===== src/rtl/uart_rx_pkg.sv =====
// Shared UART RX types: FSM state encoding and data-width limits.
// Used by the RX deserializer, the RX FSM and the bit sampler.
package uart_rx_pkg;

    typedef enum logic [1:0] {
        IDLE,
        SHIFT,
        PARITY
    } uart_rx_state_e;

    localparam int unsigned UART_MAX_DATA_WIDTH = 16;

endpackage


===== src/rtl/uart_rx_deser_frame.sv =====
// UART RX deserializer: shifts sampled bits into a word and commits it to a valid/ready
// holding register with sticky overrun. Parity check enabled by UART_RX_PARITY_CHK_EN.
module uart_rx_deser_frame
    import uart_rx_pkg::*;
#(
    parameter int unsigned DATA_WIDTH = 8
) (
    input  logic                  clk,
    input  logic                  rst,
    input  logic                  deser_start,
    input  logic                  deser_edge_done,
    input  logic                  deser_sampled_bit,
    input  logic                  deser_msb_first,
    input  logic                  deser_data_ready,
    output logic [DATA_WIDTH-1:0] deser_p_data,
    output logic                  deser_data_valid,
    output logic                  deser_busy,
    output logic                  deser_overrun,
    output logic                  deser_par_err,
    input  logic                  deser_par_odd
);

    localparam int unsigned CNT_WIDTH = $clog2(DATA_WIDTH + 2);
    localparam logic [CNT_WIDTH-1:0] LastData = CNT_WIDTH'(DATA_WIDTH);
    localparam logic [CNT_WIDTH-1:0] One = CNT_WIDTH'(1);

    uart_rx_state_e        state_q, state_d;
    logic [CNT_WIDTH-1:0]  count_q, count_d;
    logic [DATA_WIDTH-1:0] sr_q, sr_d, sr_shift;
    logic                  msb_q, msb_d;
    logic [DATA_WIDTH-1:0] data_q, data_d;
    logic                  valid_q, valid_d;
    logic                  ovr_q, ovr_d;
    logic                  fire, commit;

`ifdef UART_RX_PARITY_CHK_EN
    localparam logic [CNT_WIDTH-1:0] LastPar = CNT_WIDTH'(DATA_WIDTH + 1);
    logic pbit_q, pbit_d;
    logic perr_q, perr_d;
`else
    logic unused_par_odd;
    assign unused_par_odd = deser_par_odd;
`endif

    assign sr_shift = msb_q ? {sr_q[DATA_WIDTH-2:0], deser_sampled_bit}
                            : {deser_sampled_bit, sr_q[DATA_WIDTH-1:1]};

    always_comb begin
        state_d = state_q;
        count_d = count_q;
        sr_d    = sr_q;
        msb_d   = msb_q;
        data_d  = data_q;
        valid_d = valid_q;
        ovr_d   = ovr_q;
`ifdef UART_RX_PARITY_CHK_EN
        pbit_d  = pbit_q;
        perr_d  = perr_q;
`endif
        commit  = 1'b0;
        fire    = valid_q && deser_data_ready;

        unique case (state_q)
            IDLE: state_d = IDLE;
            SHIFT: begin
`ifdef UART_RX_PARITY_CHK_EN
                if (deser_edge_done) begin
                    sr_d    = sr_shift;
                    count_d = count_q + One;
                    if (count_q == LastData - One) state_d = PARITY;
                end
`else
                // Full word sits in sr_q for one cycle before the commit.
                if (count_q == LastData) begin
                    commit = 1'b1;
                end else if (deser_edge_done) begin
                    sr_d    = sr_shift;
                    count_d = count_q + One;
                end
`endif
            end
            PARITY: begin
`ifdef UART_RX_PARITY_CHK_EN
                if (count_q == LastPar) begin
                    commit = 1'b1;
                end else if (deser_edge_done) begin
                    pbit_d  = deser_sampled_bit;
                    count_d = count_q + One;
                end
`else
                state_d = IDLE;
`endif
            end
            default: state_d = IDLE;
        endcase

        if (commit) state_d = IDLE;

        // A new start bit always wins; any partial frame is dropped.
        if (deser_start) begin
            state_d = SHIFT;
            count_d = '0;
            sr_d    = '0;
            msb_d   = deser_msb_first;
        end

        if (fire) begin
            valid_d = 1'b0;
            ovr_d   = 1'b0;
        end
        if (commit) begin
            if (!valid_q || fire) begin
                data_d  = sr_q;
                valid_d = 1'b1;
`ifdef UART_RX_PARITY_CHK_EN
                perr_d  = ((^sr_q) ^ pbit_q) != deser_par_odd;
`endif
            end else begin
                ovr_d = 1'b1;
            end
        end
    end

    always_ff @(posedge clk) begin
        if (!rst) begin
            state_q <= IDLE;
            count_q <= '0;
            sr_q    <= '0;
            msb_q   <= 1'b0;
            data_q  <= '0;
            valid_q <= 1'b0;
            ovr_q   <= 1'b0;
`ifdef UART_RX_PARITY_CHK_EN
            pbit_q  <= 1'b0;
            perr_q  <= 1'b0;
`endif
        end else begin
            state_q <= state_d;
            count_q <= count_d;
            sr_q    <= sr_d;
            msb_q   <= msb_d;
            data_q  <= data_d;
            valid_q <= valid_d;
            ovr_q   <= ovr_d;
`ifdef UART_RX_PARITY_CHK_EN
            pbit_q  <= pbit_d;
            perr_q  <= perr_d;
`endif
        end
    end

    assign deser_p_data     = data_q;
    assign deser_data_valid = valid_q;
    assign deser_busy       = (state_q != IDLE);
    assign deser_overrun    = ovr_q;
`ifdef UART_RX_PARITY_CHK_EN
    assign deser_par_err    = perr_q;
`else
    assign deser_par_err    = 1'b0;
`endif

endmodule


===== config.mk =====
export PLATFORM = sky130hd
export DESIGN_NAME = uart_rx_deser_frame
export DESIGN_NICKNAME = d
export VERILOG_FILES = /design/src/rtl/uart_rx_pkg.sv /design/src/rtl/uart_rx_deser_frame.sv
export SDC_FILE = /design/constraint.sdc
export NUM_CORES = 1
export LEC_CHECK = 0
export ABC_AREA = 1
export CORE_MARGIN = 2
export CORE_UTILIZATION = 51
export DETAILED_ROUTE_END_ITERATION = 8
export PLACE_DENSITY_LB_ADDON = 0.25
export SYNTH_ARGS = -nofsm -noshare
export SYNTH_HDL_FRONTEND = slang
export SYNTH_SLANG_ARGS = --single-unit

===== constraint.sdc =====
create_clock -name clk -period 1.9 [get_ports clk]
set_clock_uncertainty 0.1 [all_clocks]
set_input_delay 0.57 -clock clk [delete_from_list [all_inputs] [get_ports clk]]
set_output_delay 0.57 -clock clk [all_outputs]
set_load 0.05 [all_outputs]

* Word-level counts from Yosys, hierarchy flattened
Cells that the tools add are included.
** Storage, ports and cells
- Word-level logic and storage cells :: 30
- Flip-flop bits (word level) :: 24
** Cells by class
- Equality and inequality tests :: 2
- Reductions and logical operators :: 6
- Mux-type cells :: 12
- Bitwise logic cells :: 2
- $add $sub $neg :: 1
** Operator list (number)
- 1-bit 2-to-1 mux :: 11
- 8-bit 2-to-1 mux :: 1
- 4-bit by 1-bit adder with 4-bit output, second input constant :: 1
- 4-bit == test, second input constant :: 1
- 3-bit != test, second input constant :: 1
- 3-bit AND reduction :: 1
- 1-bit NOT :: 2
- 2-bit AND reduction :: 1
- 2-bit OR reduction :: 1
- 1-bit logical AND :: 1
- 1-bit zero test :: 1
- 1-bit logical OR :: 1

* Depth between registers and ports, before layout
- Word-level depth :: 5
- Gate-level depth with buffers :: 10
- Depth with buffers taken out :: 9

* Worst setup path after synthesis
Ideal clock, no wire load.
- Kind :: register to register
- Start :: register valid_q (netlist: deser_data_valid)
- End :: register data_q[0] (netlist: deser_p_data[0])
- Stages on the path, launching flop included :: 7
- Required time :: 1.687 ns
- Setup slack :: 0.377 ns
- Library setup time :: 0.113 ns
- Arrival :: 1.310 ns
- Cell sequence :: dfxtp_1 inv_1 nor2_2 nor2_8 buf_12 nor2_2 nor2_2
** Between the ends
- Cells in the longest elaborated chain, start to end :: 3
- Elaborated cells on any way between the ends :: 4
- Those cells by class :: reduce/logical: 4
** RTL lines
- from (decl) :: line uart_rx_deser_frame.sv:32 : logic valid_q, valid_d;
- from (signal assigned) :: line uart_rx_deser_frame.sv:143 : valid_q <= valid_d;
- 1-bit zero test / 1-bit logical AND (equally long branches) :: line uart_rx_deser_frame.sv:112, uart_rx_deser_frame.sv:61
- 1-bit logical OR (*) :: line uart_rx_deser_frame.sv:112 : if (!valid_q || fire) begin
- 2-bit AND reduction (no line) (*)
- to (signal assigned) :: line uart_rx_deser_frame.sv:142 : data_q <= data_d;
- to (decl) :: line uart_rx_deser_frame.sv:31 : logic [DATA_WIDTH-1:0] data_q, data_d;
Every way passes the cells marked *; elsewhere a longest branch is shown, timed or not.
A chain may end at the register's enable or synchronous reset.

* Worst setup path after layout
- Start :: register state_q[0]
- End :: output deser_busy
** RTL lines
- from (decl) :: line uart_rx_deser_frame.sv:27 : uart_rx_state_e state_q, state_d;
- from (signal assigned) :: line uart_rx_deser_frame.sv:138 : state_q <= state_d;
- to (decl) :: line uart_rx_deser_frame.sv:17 : output logic deser_busy,
No word-level cell between the ends.

==> impl_results.md <==
* Initial drt markers at 14
* Die extent in x at 52.13 um
* Post-CTS sizing at 0
* Die height at 52.13 um
* CTS tree: built
* Ys async rst share at 0%
* Main flop type after synthesis: dfxtp_1
* Clock Path Buffers at 2
* Crit-path leading delay family: flip-flops
* Count leader, synth: nand2_1
* Vias in the first global route at 869
* Share of cells above drive strength 1 at 25.42%
* WL/cell at between 10 and 15 um
* Ys Warns at 0
* # diodes at 0
* Largest family of logic cells by synthesized area: simple AND/OR/NAND/NOR gates
* Xor-xnor portion of the synthesized cell area at 0%
* Top-area cell type share of the netlist area at between 40 and 50%
* Cell chain of the critical path: buf_12
* Layout fillers at around 170
* Period minus WS final at 1.694 ns
* DRC Markers at 0
* Die area at 2717 um2
* Initial antenna violation count at 0
* Max incr delay on CP at 0.52 ns
* Worst Path Max Fanout at 5
* Post-Synthesis Cells at 162
* Syn nets at 172
* Hold WC Path Type: flip-flop to flip-flop
* Post-CTS Setup Bufs at 0
* Area leader, netlist: dfxtp_1
* Placed cells at 201
* Max Clk Rate at around 590 MHz
* Skew-Pair Late Insertion Delay at 0.32 ns
* Cts hold-fix bufs at 0
* Cell Count, Final, Fillers Out at 205
* Synth Area in Compound Gates at 10.38%
* Post-Synth Adder-Cell Area at 2.119%
* Max-cap viol count at 0
* Slew Limit Fails at 0
* GRT Overall Usage at 18.64%
* Critical Path RT at 1.23 ns
* First-pass GRT wire length at approximately 3.7 mm
* Setup total negative slack at 0 ns
* Inserted Clock Buffers at 3
* PortBufs at 17
* Top cells by count, synth: 49 x nand2_1, 24 x dfxtp_1, 18 x inv_1
* Critical path type: flip-flop to output pin
* DRT Pass-1 Iters at 4
* DP Worst Slack at approximately 0.037 ns
* Hold slack final at 0.3735 ns
* Mux share of post-synthesis cell area at 0%
* CTS clk-pin slew, worst paths at 0.13 ns
* Final Hold Fails at 0
* Synth unique cells at 23
* Initial Utilization at 53.91%
* Drt via density at around 4.8
* Final WS setup at 0.2063 ns
* Buf/Inv on CP at 1
* IR drop worst, VDD at 0.0003855 V
* Mapped Area at 1181 um2
* DP HPWL at 1.624 mm
* Cell area power density at 575.1 nW/um2
* WP data arrival at between 1 and 1.5 ns
* Status: finished clean
* Synth Area in Simple Gates at 35.38%
* Avg Cell Area, Syn at around 7.3 um2
* Post-synthesis sequential area ratio at 40.68%
* Routed vias at 986
* Overflow after GRT at 0
* H-tree levels at 1
* RSZ-0062 raised after global routing: no
* Total chip power at 0.0008577 W
* #FFs+latches synth at 24
* CP max-delay cell: dfxtp_1
* Ports at 20
* Area grow syn2layout at 26.27%
* Static leakage at about 0.54 nW
* Synth area leaders: dfxtp_1 41%, nand2_1 16%, nor2_2 9.0%
* Gp weighted congestion at 0.7053
* Crit. End Element: output pin
* WL final at 2.167 mm
* Core area at 2191 um2
* Antenna-violating nets left at 0
* Sink Count at 24
* CP Launch Type: flip-flop
* Final setup viols at 0
* Post-synth EDFFs at 0
* Nets at 188
* Rows at 17
* Clk root buf: clkbuf_4
* Largest net degree at the start of global routing at 18
* Final period util at 89.14%
==> worst reg2reg max path, cell delays in order (launching register included) <==
cell and delay [ns]:
dfxtp_1 0.42, inv_1 0.09, ha_1 0.22, nand3_2 0.09, nand2_2 0.07, nor2_4 0.25, nand2_1 0.10, a21oi_1 0.15
==> final timing paths <==
path,endpoint,start,depth (start not counted),slack [ns]
setup / recovery,deser_busy,state_q[0]$_SDFFE_PN0P_,1,0.21
hold / removal,sr_q[7]$_SDFFE_PP0P_,sr_q[7]$_SDFFE_PP0P_,2,0.37
setup reg to reg,sr_q[2]$_SDFFE_PP0P_,count_q[0]$_SDFFE_PP0P_,7,0.34
hold reg to reg,sr_q[7]$_SDFFE_PP0P_,sr_q[7]$_SDFFE_PP0P_,2,0.37
==> final cells by class <==
cell class,instances,area [um2],share of cell area (%)
clock buffers,4,36.28,2.433
repair buffers,19,295.3,19.80
well taps,28,35.03,2.349
multi-input cells,110,569.3,38.17
flip-flops and latches,24,480.5,32.21
inverters,20,75.07,5.034
==> per-layer routing <==
metal  routed length, um  vias to the layer above  GRT usage, %  share of wire, %
met3                  82                        4         4.310               3.8
met2                1100                       21         30.38                51
met1                 949                      438         23.42                44
met4                  34                        0         7.895               1.6
met5                   0                        -             0                 0
li1                    -                      523             -                 -
==> layout by cell type, fill, tap and decap left out, types with 3 or more instances in the layout <==
cell / netlist / layout
a21oi_1: 14 / 14
buf_12: 1 / 11
clkbuf_4: 0 / 3
clkdlybuf4s50_1: 0 / 6
dfxtp_1: 24 / 24
inv_1: 18 / 18
nand2_1: 49 / 49
nand2_2: 5 / 5
nor2_1: 4 / 4
nor2_2: 17 / 17
o21ai_0: 8 / 8
==> registers in the layout, indices dropped and copies added, names as in the netlist <==
register          cells
deser_p_data          8
sr_q                  8
count_q               4
deser_data_valid      1
deser_overrun         1
msb_q                 1
state_q               1
==> report_power, final <==
| part | leakage [nW] | switching (W) | internal [W] |
|---|---|---|---|
| logic | 0.328 | 0.0000420 | 0.0000290 |
| clock network | 0.0210 | 0.000152 | 0.000117 |
| registers | 0.194 | 0.0000105 | 0.000507 |
==> cells by family (layout without fill, tap and decap cells) <==
kind of cell	Yosys count	in the layout
simple gates	83	83
buf+inv	28	43
compound gates	24	24
flops	24	24
fa+ha+maj	2	2
other cells	1	1
==> per-stage QoR <==
stage,util [%],cell area [um2]
global route,68.08,1491
global placement,66.42,1455
floorplan,-,1181
detailed placement,66.42,1455
finish,68.08,1491
CTS,68.08,1491
No activity file was read; power rests on OpenSTA's default activity.
